==> src/rtl/wr_data_packer_if.sv <==
// ---------------------------------------------------------------------------
// wr_data_packer_if
// Bundles the packer's input stream, FIFO write port and status signals.
//   master : producer/testbench side (drives in_*, wr_full)
//   slave  : packer side (drives in_ready, wr_*, frame_words, busy)
// Signals:
//   in_valid/in_ready/in_data/in_last : 32-bit input stream with end-of-frame
//   wr_full                           : write FIFO full flag
//   wr_en/wr_data/wr_last             : 128-bit FIFO write port
//   frame_words                       : 128-bit words written in current frame
//   busy                              : packer holds undelivered data
// ---------------------------------------------------------------------------
interface wr_data_packer_if #(
  parameter int IN_WIDTH  = 32,
  parameter int OUT_WIDTH = 128,
  parameter int CNT_WIDTH = 11
);
  logic                 in_valid;
  logic                 in_ready;
  logic [IN_WIDTH-1:0]  in_data;
  logic                 in_last;
  logic                 wr_full;
  logic                 wr_en;
  logic [OUT_WIDTH-1:0] wr_data;
  logic                 wr_last;
  logic [CNT_WIDTH-1:0] frame_words;
  logic                 busy;

  modport master (
    output in_valid, in_data, in_last, wr_full,
    input  in_ready, wr_en, wr_data, wr_last, frame_words, busy
  );

  modport slave (
    input  in_valid, in_data, in_last, wr_full,
    output in_ready, wr_en, wr_data, wr_last, frame_words, busy
  );
endinterface

==> src/rtl/wr_data_packer.sv <==
// ---------------------------------------------------------------------------
// wr_data_packer
// Packs a stream of IN_WIDTH-bit words into OUT_WIDTH-bit words (4 lanes for
// the default 32->128) and pushes them into a write FIFO. The first word of a
// group lands in the lowest lane. A word accepted with in_last closes the
// group early; unfilled upper lanes are filled with PAD_VALUE.
// Ports:
//   clk  : single clock, rising edge
//   rst  : asynchronous active-high reset
//   bus  : wr_data_packer_if.slave (input stream, FIFO write port, status)
// Storage is two stages: an accumulator for lanes 0..RATIO-2 plus a lane
// counter, and one pending output register that feeds the FIFO directly.
// ---------------------------------------------------------------------------
module wr_data_packer #(
  parameter int                  IN_WIDTH  = 32,
  parameter int                  OUT_WIDTH = 128,
  parameter logic [IN_WIDTH-1:0] PAD_VALUE = 32'h0,
  parameter int                  CNT_WIDTH = 11
) (
  input  logic             clk,
  input  logic             rst,
  wr_data_packer_if.slave  bus
);

  localparam int RATIO  = OUT_WIDTH / IN_WIDTH;
  localparam int LANE_W = (RATIO > 1) ? $clog2(RATIO) : 1;
  localparam logic [LANE_W-1:0]    LAST_LANE = LANE_W'(RATIO - 1);
  localparam logic [CNT_WIDTH-1:0] CNT_MAX   = {CNT_WIDTH{1'b1}};

  // Accumulator and lane counter
  logic [LANE_W-1:0]                cnt_r;
  logic [RATIO-2:0][IN_WIDTH-1:0]   acc_r;

  // Pending output register
  logic                 pend_vld_r;
  logic [OUT_WIDTH-1:0] pend_data_r;
  logic                 pend_last_r;

  // Frame word counter
  logic [CNT_WIDTH-1:0] frame_words_r;

  // Handshake and control terms
  logic                 wr_en_s;
  logic                 in_ready_s;
  logic                 accept_s;
  logic                 load_s;
  logic [OUT_WIDTH-1:0] packed_s;

  // The FIFO write happens on the same edge wr_en is seen high, so the pending
  // slot is free for a new load whenever the FIFO is not full.
  assign wr_en_s    = pend_vld_r && !bus.wr_full;
  assign in_ready_s = !pend_vld_r || !bus.wr_full;
  assign accept_s   = bus.in_valid && in_ready_s;
  assign load_s     = accept_s && ((cnt_r == LAST_LANE) || bus.in_last);

  // Build the outgoing word: lanes below cnt come from the accumulator, lane
  // cnt takes the incoming word, lanes above cnt are padding.
  for (genvar g = 0; g < RATIO; g++) begin : g_lane
    if (g < RATIO - 1) begin : g_acc_lane
      assign packed_s[g*IN_WIDTH +: IN_WIDTH] =
        (LANE_W'(g) < cnt_r)  ? acc_r[g]    :
        (LANE_W'(g) == cnt_r) ? bus.in_data : PAD_VALUE;
    end else begin : g_top_lane
      // Top lane is never held in the accumulator: it is only ever filled
      // directly by the word that completes the group.
      assign packed_s[g*IN_WIDTH +: IN_WIDTH] =
        (LANE_W'(g) == cnt_r) ? bus.in_data : PAD_VALUE;
    end
  end

  // Accumulator lanes and lane counter
  always_ff @(posedge clk or posedge rst) begin
    if (rst) begin
      cnt_r <= '0;
      for (int i = 0; i < RATIO - 1; i++) begin
        acc_r[i] <= '0;
      end
    end else if (load_s) begin
      cnt_r <= '0;
      for (int i = 0; i < RATIO - 1; i++) begin
        acc_r[i] <= PAD_VALUE;
      end
    end else if (accept_s) begin
      cnt_r <= cnt_r + LANE_W'(1);
      for (int i = 0; i < RATIO - 1; i++) begin
        if (LANE_W'(i) == cnt_r) begin
          acc_r[i] <= bus.in_data;
        end
      end
    end
  end

  // Pending register: a load wins over a drain, so a drain and load in the
  // same cycle keeps pend_vld high with the new word.
  always_ff @(posedge clk or posedge rst) begin
    if (rst) begin
      pend_vld_r  <= 1'b0;
      pend_data_r <= '0;
      pend_last_r <= 1'b0;
    end else if (load_s) begin
      pend_vld_r  <= 1'b1;
      pend_data_r <= packed_s;
      pend_last_r <= bus.in_last;
    end else if (wr_en_s) begin
      pend_vld_r  <= 1'b0;
    end
  end

  // Frame word counter: counts FIFO writes, clears after the frame's last
  // write, and saturates instead of wrapping.
  always_ff @(posedge clk or posedge rst) begin
    if (rst) begin
      frame_words_r <= '0;
    end else if (wr_en_s) begin
      if (pend_last_r) begin
        frame_words_r <= '0;
      end else if (frame_words_r != CNT_MAX) begin
        frame_words_r <= frame_words_r + CNT_WIDTH'(1);
      end
    end
  end

  assign bus.in_ready    = in_ready_s;
  assign bus.wr_en       = wr_en_s;
  assign bus.wr_data     = pend_data_r;
  assign bus.wr_last     = pend_last_r && wr_en_s;
  assign bus.frame_words = frame_words_r;
  assign bus.busy        = (cnt_r != '0) || pend_vld_r;

endmodule

==> src/flat_wrapper.sv <==
// flat-port wrapper written by rule: the top's interface ports become plain ports
module wr_data_packer_flat 
#(
  parameter int                  IN_WIDTH  = 32,
  parameter int                  OUT_WIDTH = 128,
  parameter logic [IN_WIDTH-1:0] PAD_VALUE = 32'h0,
  parameter int                  CNT_WIDTH = 11
)
  (clk, rst, bus_in_valid, bus_in_data, bus_in_last, bus_wr_full, bus_in_ready, bus_wr_en, bus_wr_data, bus_wr_last, bus_frame_words, bus_busy);
  wr_data_packer_if #(.IN_WIDTH(IN_WIDTH), .OUT_WIDTH(OUT_WIDTH), .CNT_WIDTH(CNT_WIDTH)) bus_i ();
  input  logic clk;
  input  logic rst;
  input wire logic [$bits(bus_i.in_valid)-1:0] bus_in_valid;
  input wire logic [$bits(bus_i.in_data)-1:0] bus_in_data;
  input wire logic [$bits(bus_i.in_last)-1:0] bus_in_last;
  input wire logic [$bits(bus_i.wr_full)-1:0] bus_wr_full;
  output wire logic [$bits(bus_i.in_ready)-1:0] bus_in_ready;
  output wire logic [$bits(bus_i.wr_en)-1:0] bus_wr_en;
  output wire logic [$bits(bus_i.wr_data)-1:0] bus_wr_data;
  output wire logic [$bits(bus_i.wr_last)-1:0] bus_wr_last;
  output wire logic [$bits(bus_i.frame_words)-1:0] bus_frame_words;
  output wire logic [$bits(bus_i.busy)-1:0] bus_busy;
  assign bus_i.in_valid = bus_in_valid;
  assign bus_i.in_data = bus_in_data;
  assign bus_i.in_last = bus_in_last;
  assign bus_i.wr_full = bus_wr_full;
  assign bus_in_ready = bus_i.in_ready;
  assign bus_wr_en = bus_i.wr_en;
  assign bus_wr_data = bus_i.wr_data;
  assign bus_wr_last = bus_i.wr_last;
  assign bus_frame_words = bus_i.frame_words;
  assign bus_busy = bus_i.busy;
  wr_data_packer #(.IN_WIDTH(IN_WIDTH), .OUT_WIDTH(OUT_WIDTH), .PAD_VALUE(PAD_VALUE), .CNT_WIDTH(CNT_WIDTH)) u_core (.clk(clk), .rst(rst), .bus(bus_i));
endmodule
==> config.mk <==
export PLATFORM = sky130hd
export DESIGN_NAME = wr_data_packer_flat
export DESIGN_NICKNAME = d
export VERILOG_FILES = /design/src/rtl/wr_data_packer_if.sv /design/src/rtl/wr_data_packer.sv /design/src/flat_wrapper.sv
export SDC_FILE = /design/constraint.sdc
export NUM_CORES = 1
export LEC_CHECK = 0
export CORE_MARGIN = 5
export CORE_UTILIZATION = 31
export CTS_CLUSTER_DIAMETER = 60
export DETAILED_ROUTE_END_ITERATION = 16
export PLACE_DENSITY = 0.57
export SYNTH_ARGS = -nofsm -noshare
export SYNTH_HDL_FRONTEND = slang
export SYNTH_SLANG_ARGS = --single-unit
==> constraint.sdc <==
create_clock -name clk -period 20.9 [get_ports clk]
set_input_delay 4.18 -clock clk [delete_from_list [all_inputs] [get_ports clk]]
set_output_delay 4.18 -clock clk [all_outputs]
set_load 0.02 [all_outputs]
* Yosys cells after proc, flatten, opt, wreduce, memory -nomap -nowiden
Index checks and enable logic that the tools add are counted.
Operators by class: add/sub/neg operators 2, $lt $le $gt $ge 3, eq/ne operators 5, multiplexer cells 18, reduce and logical (&&, ||, !) cells 21
Operators with widths (count):
- 32-bit 2-to-1 mux | 10
- 96-bit 2-to-1 mux | 2
- 11-bit 2-to-1 mux | 2
- 2-bit nonzero test | 7
- 11-bit by 1-bit adder with 11-bit output (second input constant) | 1
- 11-bit != test (second input constant) | 1
- 2-bit AND reduction | 4
- 2-bit == test (first input constant) | 2
- 1-bit logical AND | 4
- 1-bit by 2-bit < comparator with 1-bit output (first input constant) | 2
- 2-bit 2-to-1 mux | 2
- 1-bit logical OR | 3
- 2-bit by 1-bit adder with 2-bit output (second input constant) | 1
- 1-bit by 2-bit == test with 1-bit output (first input constant) | 1
- 2-bit == test (second input constant) | 1
- 1-bit zero test | 2
- 2-bit zero test | 1
- 2-bit < comparator (first input constant) | 1
- 1-bit 2-to-1 mux | 2
Word-level totals: bits in registers 239, bits of input ports 37, output and inout port bits 143

* Depth between registers and ports, before layout
Gate-level depths: netlist of run 1.
word-level depth 6, depth in mapped cells 9

* Least setup slack after synthesis of run 1
Ideal clock, no wire load.
kind input-to-output, start input bus_wr_full, end output bus_wr_last, arrival 4.985 ns, required time 16.720 ns, setup slack 11.735 ns, stages 5, buffers on the path 1, cell sequence nand2b_1 buf_2 clkinv_1 nand2_1 inv_1
On the way: cells in the longest elaborated chain, start to end 3
Ends and longest elaborated chain:
- from (decl) | RTL line flat_wrapper.sv:16 | input wire logic [$bits(bus_i.wr_full)-1:0] bus_wr_full;
- 1-bit zero test | RTL line wr_data_packer.sv:51 | assign wr_en_s = pend_vld_r && !bus.wr_full;
- 1-bit logical AND | RTL line wr_data_packer.sv:51
- named net bus_wr_en | RTL line flat_wrapper.sv:18 | output wire logic [$bits(bus_i.wr_en)-1:0] bus_wr_en;
- 1-bit logical AND | RTL line wr_data_packer.sv:126 | assign bus.wr_last = pend_last_r && wr_en_s;
- to (decl) | RTL line flat_wrapper.sv:20 | output wire logic [$bits(bus_i.wr_last)-1:0] bus_wr_last;
The timed path passes the listed nets, and every way through them passes these cells.

* Worst setup path after layout of run 1
start input bus_wr_full, end output bus_wr_last
On the way: cells in the longest elaborated chain, start to end 3
Ends and longest elaborated chain (RTL line):
- 1-bit zero test | wr_data_packer.sv:51
- 1-bit logical AND | wr_data_packer.sv:51
- 1-bit logical AND | wr_data_packer.sv:126
Every way passes these cells.

==> flow_summary.toml, run 1 <==
[floorplanning]
die_y_um = 190
fp-row-count = 66
ios = 180
die_x_um = 190
initial_core_util_pct = 31.1
die-area_um2 = 36100
core-area_um2 = 32300

[global_routing]
grt_usage_pct = 15.0
antenna_found_initial = 0
grt_pass1_vias = 7880
grtUsageMet2_pct = 24.0
grt_pass1_wl_um = 44300
busiest_layer = "met2"
grtUsageMet3_pct = 3.25
grt_max_degree = 156
grt_overflow = 0
grt_use_met1_pct = 20.9

[clock_tree]
postCtsSetupRepairBufs = 0
hold_buffers = 0
clock_path_buffers = 3
numCtsBuffers = 28
cts_max_level = 1
cts-root-buf = "clkbuf_16"
cts.sinks = 239
cts_tree = "built"
clk_pin_slew_ns = 0.06
cts_resized = 0
clock_latency_ns = 0.54

[timing]
fin_ws_ns = 10.58
maxSlewViolCount = 0
relSlewSlack_pct = 37.8
fin_skew_ns = 0.0131
layout_min_cycle_time_ns = 10.32
finalSetupTns_ns = 0
setup_viol_count_final = 0
tightest_slew_ns = 0.933
hold_slack_ns = 0.476
max_freq_mhz = 96.9
fin_crit_sh_pct = 49.4
hold_viol = 0
rsz0062_at_grt = "no"

[power_and_ir_drop]
pwr-share-comb_pct = 27.7
p_clk_share_pct = 31.7
switching_share_pct = 32.7
leakage_uw = 0.00588
power.density_nw_per_um2 = 119
power_uw = 1550
vdd_drop_max_uv = 60.4
power.internal_uw = 1040
seq_power_share_pct = 40.6
power_switching_uw = 507

[synthesis]
synth_top_area_cell = "dfrtp_1"
synth-edff-count = 0
ys.flop_type = "dfrtp_1"
netlist_instances = 1039
ys_ff_latch = 239
synth_area_per_cell_um2 = 9.67
synthArstFlopShare_pct = 100
synth-seq-area-share_pct = 59.5
ys_types = 37
ys.warnings.count = 0
synth_top_area_share_pct = 59.5
synth_nets = 1082
synth_area_leaders = "dfrtp_1 (60%), o21ai_0 (9.9%), nand2_1 (9.9%)"
synthesis.area_um2 = 10100

[setup_path]
path_cells = "clkdlybuf4s50_1 > nand2b_1 > clkinv_1 > nand2_1 > inv_1 > clkdlybuf4s50_1"
cp_slowest_stage_delay_ns = 0.56
cp_top_family = "buffers and inverters"
cpMaxStageDelayCell = "clkdlybuf4s50_1"
r2r-start = "u_core.cnt_r[1]"
critPathBufInv = 4
critPathMaxFanout = 8
worst-r2r-cell-count = 7
critPathRequiredTime_ns = 16.72
rr_endpoint = "u_core.acc_r[88]"
r2r_slack_ns = 17.21
cp-start-kind = "primary input"
crit_path_end_kind = "output pin"
crit_type = "in -> out"
cp.arrival_ns = 6.14
crit_top_cell = "clkdlybuf4s50_1"

[cells_and_area]
fillers = 3203
area_growth_pct = 30.2
drive_above_1_share_pct = 5.66
fin_cells = 1643
seq_area_um2 = 5980
multiInputGateArea_um2 = 3710
antennaDiodeCount = 0
num-nets-final = 1223

[worst_hold_path]
worstHoldStart = "u_core.bus.wr_data[29]"
hp-class = "reg -> reg"
hold_path_end = "u_core.bus.wr_data[29]"
whs_path_depth = 2

[routing]
drcViolationCount = 0
routedWlPerCell_um = 16.7
drtPass1Iterations = 5
via_count = 7821
vias_per_cell = 4.76
drtIter0Drc = 339
ant_nets = 0
wirelength_um = 27400

[job]
cap_violations = 0

[placement]
numPlacedInstances = 1592
gp_congestion = 0.834
place_ws_ns = 10.61
portBuffers = 179
dp_hpwl_um = 16700

[outcome]
outcome = "finished clean"
[flip-flops by register name, indices dropped and copies added (netlist names)]
signal	cells
u_core.pend_last_r	1
u_core.bus.wr_data	128
u_core.bus.frame_words	11
u_core.pend_vld_r	1
u_core.cnt_r	2
u_core.acc_r	96
[synth_stat cells, types with 4 or more instances]
cell,instances
nand2_1,264
ha_1,6
nor2_1,39
a22o_1,32
a31oi_1,4
inv_1,7
buf_6,5
and3_1,33
dfrtp_1,239
clkbuf_1,36
buf_2,33
a21oi_1,67
nand3_1,5
o21ai_0,199
mux2i_1,33
[worst max-delay path by stage]
stage / from / to / cells after the start / slack [ns]
after floorplan: rst / u_core.acc_r[0] / 1 / 10.16
after CTS: bus_wr_full / bus_wr_last / 6 / 10.60
final: bus_wr_full / bus_wr_last / 6 / 10.58
after detailed placement: bus_wr_full / bus_wr_last / 6 / 10.61
after global routing: bus_wr_full / bus_wr_last / 6 / 10.48
after global placement: bus_wr_full / bus_wr_last / 6 / 10.61
[cell families after synthesis]
| logic type | synth area share, % |
|---|---|
| and+or+nand+nor | 14.8 |
| AOI/OAI and AO/OA | 17.7 |
| DFF | 59.5 |
| buffers and inverters | 4.03 |
| muxes | 3.29 |
| adders and majority gates | 0.747 |
[power by group through the flow]
stage	combinational (µW)	clock, µW	sequential, µW
after floorplan	174	0	697
after global placement	433	0	635
after detailed placement	437	0	637
after CTS	438	505	630
after global routing	473	527	644
final	430	491	630
[layer usage]
metal | part of all wire (%) | wire, µm | up-vias
li1 | - | - | 3843
met2 | 45 | 12400 | 180
met1 | 47 | 12900 | 3761
met4 | 1.7 | 464 | 0
met5 | 0 | 0 | -
met3 | 6.1 | 1660 | 37
[stage by stage]
step / util (%) / area, µm²
6_report: 40.5 / 13100
5_1_grt: 40.5 / 13100
4_1_cts: 40.5 / 13100
3_5_place_dp: 37.6 / 12100
3_3_place_gp: 37.6 / 12100
2_1_floorplan: - / 10100
[tightest hold or removal path, stage by stage, from the launching register on]
cell and delay, ns:
dfrtp_1 0.34, nand2_1 0.04, o21ai_0 0.06
[cell type report]
type,instances,area share (%)
Clock buffer,40,6.25
Clock inverter,11,0.899
Inverter,8,0.287
Multi-Input combinational cell,714,28.3
Sequential cell,239,45.7
Tap cell,442,4.23
Timing Repair Buffer,189,14.3
[cell usage in the layout (no fill, tap or decap), types with 3 or more instances in the layout]
master | synthesis | routed
clkinv_2 | 0 | 5
clkbuf_16 | 0 | 29
nor2_1 | 39 | 39
a22o_1 | 32 | 32
nor3_1 | 3 | 3
dfrtp_1 | 239 | 238
o21ai_0 | 199 | 199
clkbuf_8 | 0 | 5
buf_4 | 1 | 10
a31oi_1 | 4 | 4
nand2_1 | 264 | 264
inv_1 | 7 | 6
a21oi_1 | 67 | 67
ha_2 | 0 | 4
o21ai_4 | 0 | 3
clkdlybuf4s50_1 | 0 | 179
mux2i_1 | 33 | 33
and3_1 | 33 | 33
clkbuf_1 | 36 | 6
nand3_1 | 5 | 5
nand4_1 | 3 | 3
Note: power is estimated with default switching activity, not from simulation.
==> run 2: changes to the inputs <==
==> constraint.sdc (replaced) <==
create_clock -name clk -period 10.2 [get_ports clk]
set_input_delay 2.04 -clock clk [delete_from_list [all_inputs] [get_ports clk]]
set_output_delay 2.04 -clock clk [all_outputs]
set_load 0.02 [all_outputs]
==> run 2 against run 1 <==
Sequential power is 100% higher. Combinational power is 100% higher. Critical path depth stayed put. Non-clock buffer count is 1 lower. Sequential share of layout area is 0.36 points lower. Register-to-register slack worse by 11 ns. Clock power is 120% higher. Worst setup slack worse by 6.4 ns. Via count is 0.10% higher. Critical path type unchanged. Critical endpoint unchanged.
==> flow_summary.toml, run 2 (synthesis gave the netlist of run 1 again) <==
[floorplanning]
die-area_um2 = 36100
ios = 180
die_x_um = 190
fp-row-count = 66
die_y_um = 190
core-area_um2 = 32300
initial_core_util_pct = 31.1

[timing]
hold_viol = 0
tightest_slew_ns = 0.969
setup_viol_count_final = 0
relSlewSlack_pct = 35.4
layout_min_cycle_time_ns = 6.06
max_freq_mhz = 165
maxSlewViolCount = 0
rsz0062_at_grt = "no"
fin_crit_sh_pct = 59.4
fin_skew_ns = 0.0194
finalSetupTns_ns = 0
hold_slack_ns = 0.477

[routing]
drtIter0Drc = 331
drcViolationCount = 0
vias_per_cell = 4.76
routedWlPerCell_um = 16.6
drtPass1Iterations = 5
via_count = 7829
ant_nets = 0
wirelength_um = 27400

[cells_and_area]
multiInputGateArea_um2 = 3710
num-nets-final = 1223
fin_cells = 1644
largest_reg_flops = 128
final_common_cell = "nand2_1"
seq_area_um2 = 5980
drive_above_1_share_pct = 6.07
fin_util_pct = 40.8
final_cell_mix = "nand2_1 (264), dfrtp_1 (238), o21ai_0 (199)"
fillers = 3175
area_growth_pct = 31.2
antennaDiodeCount = 0

[clock_tree]
cts-root-buf = "clkbuf_16"
numCtsBuffers = 29
cts_resized = 0
hold_buffers = 0
clock_path_buffers = 3
cts.sinks = 239
cts_tree = "built"
clock_latency_ns = 0.54
cts_max_level = 1
postCtsSetupRepairBufs = 0
clk_pin_slew_ns = 0.06

[setup_path]
critPathMaxFanout = 8
cp.arrival_ns = 4.02
cp-start-kind = "primary input"
crit_type = "in -> out"
critPathRequiredTime_ns = 8.16
crit_path_end_kind = "output pin"

[worst_hold_path]
hp-class = "reg -> reg"

[global_routing]
antenna_found_initial = 0
grt_pass1_vias = 7876
grt_pass1_wl_um = 44500
grt_overflow = 0
grt_usage_pct = 14.9
grt_max_degree = 150

[power_and_ir_drop]
power.density_nw_per_um2 = 248
leakage_uw = 0.00593
vdd_drop_max_uv = 134

[job]
cap_violations = 0

[outcome]
outcome = "finished clean"

[placement]
numPlacedInstances = 1591
dp_hpwl_um = 16700
gp_congestion = 0.839
portBuffers = 179
-- run 2: worst max-delay path, stage by stage --
cell	delay, ns
clkdlybuf4s50_1	0.55
nand2b_1	0.33
clkinv_1	0.29
nand2_1	0.17
inv_1	0.10
clkdlybuf4s50_1	0.55
-- run 2: layer usage --
layer  vias to the layer above  GRT usage [%]  routed length [µm]
li1                       3831              -                   -
met1                      3798           21.2               13100
met2                       161           23.7               12300
met3                        39           3.16                1500
met4                         0           3.31                 493
met5                         -              0                   0
-- run 2: worst paths after layout --
check                      slack [ns]  depth (start not counted)                    from                       to
max in group asynchronous        6.95                          3                     rst         u_core.acc_r[41]
min reg2reg                      0.48                          2  u_core.bus.wr_data[74]   u_core.bus.wr_data[74]
max                              4.14                          6             bus_wr_full              bus_wr_last
min                              0.48                          2  u_core.bus.wr_data[74]   u_core.bus.wr_data[74]
min in group asynchronous        2.06                          2                     rst  u_core.bus.wr_data[118]
max reg2reg                      6.54                          7         u_core.cnt_r[1]         u_core.acc_r[91]
-- run 2: where the power goes --
part	leakage (µW)	internal (µW)	switching [µW]
logic	0.00229	364	517
registers	0.00313	1170	123
clock network	0.000517	682	410
-- run 2: final cells by class --
class,instances,share of cell area [%]
multi-input combinational,714,28.1
timing repair buffer,188,14.2
tap,442,4.19
clock inverter,14,1.45
clock buffer,39,6.40
inverter,8,0.285
sequential,239,45.4
-- run 2: per-stage QoR --
stage / setup slack, ns / total power (µW) / instance area, µm²
CTS: 4.16 / 3310 / 13200
finish: 4.14 / 3270 / 13200
global placement: 4.21 / 2190 / 12200
detailed placement: 4.17 / 2200 / 12200
floorplan: 1.60 / 1790 / 10100
global route: 4.05 / 3450 / 13200
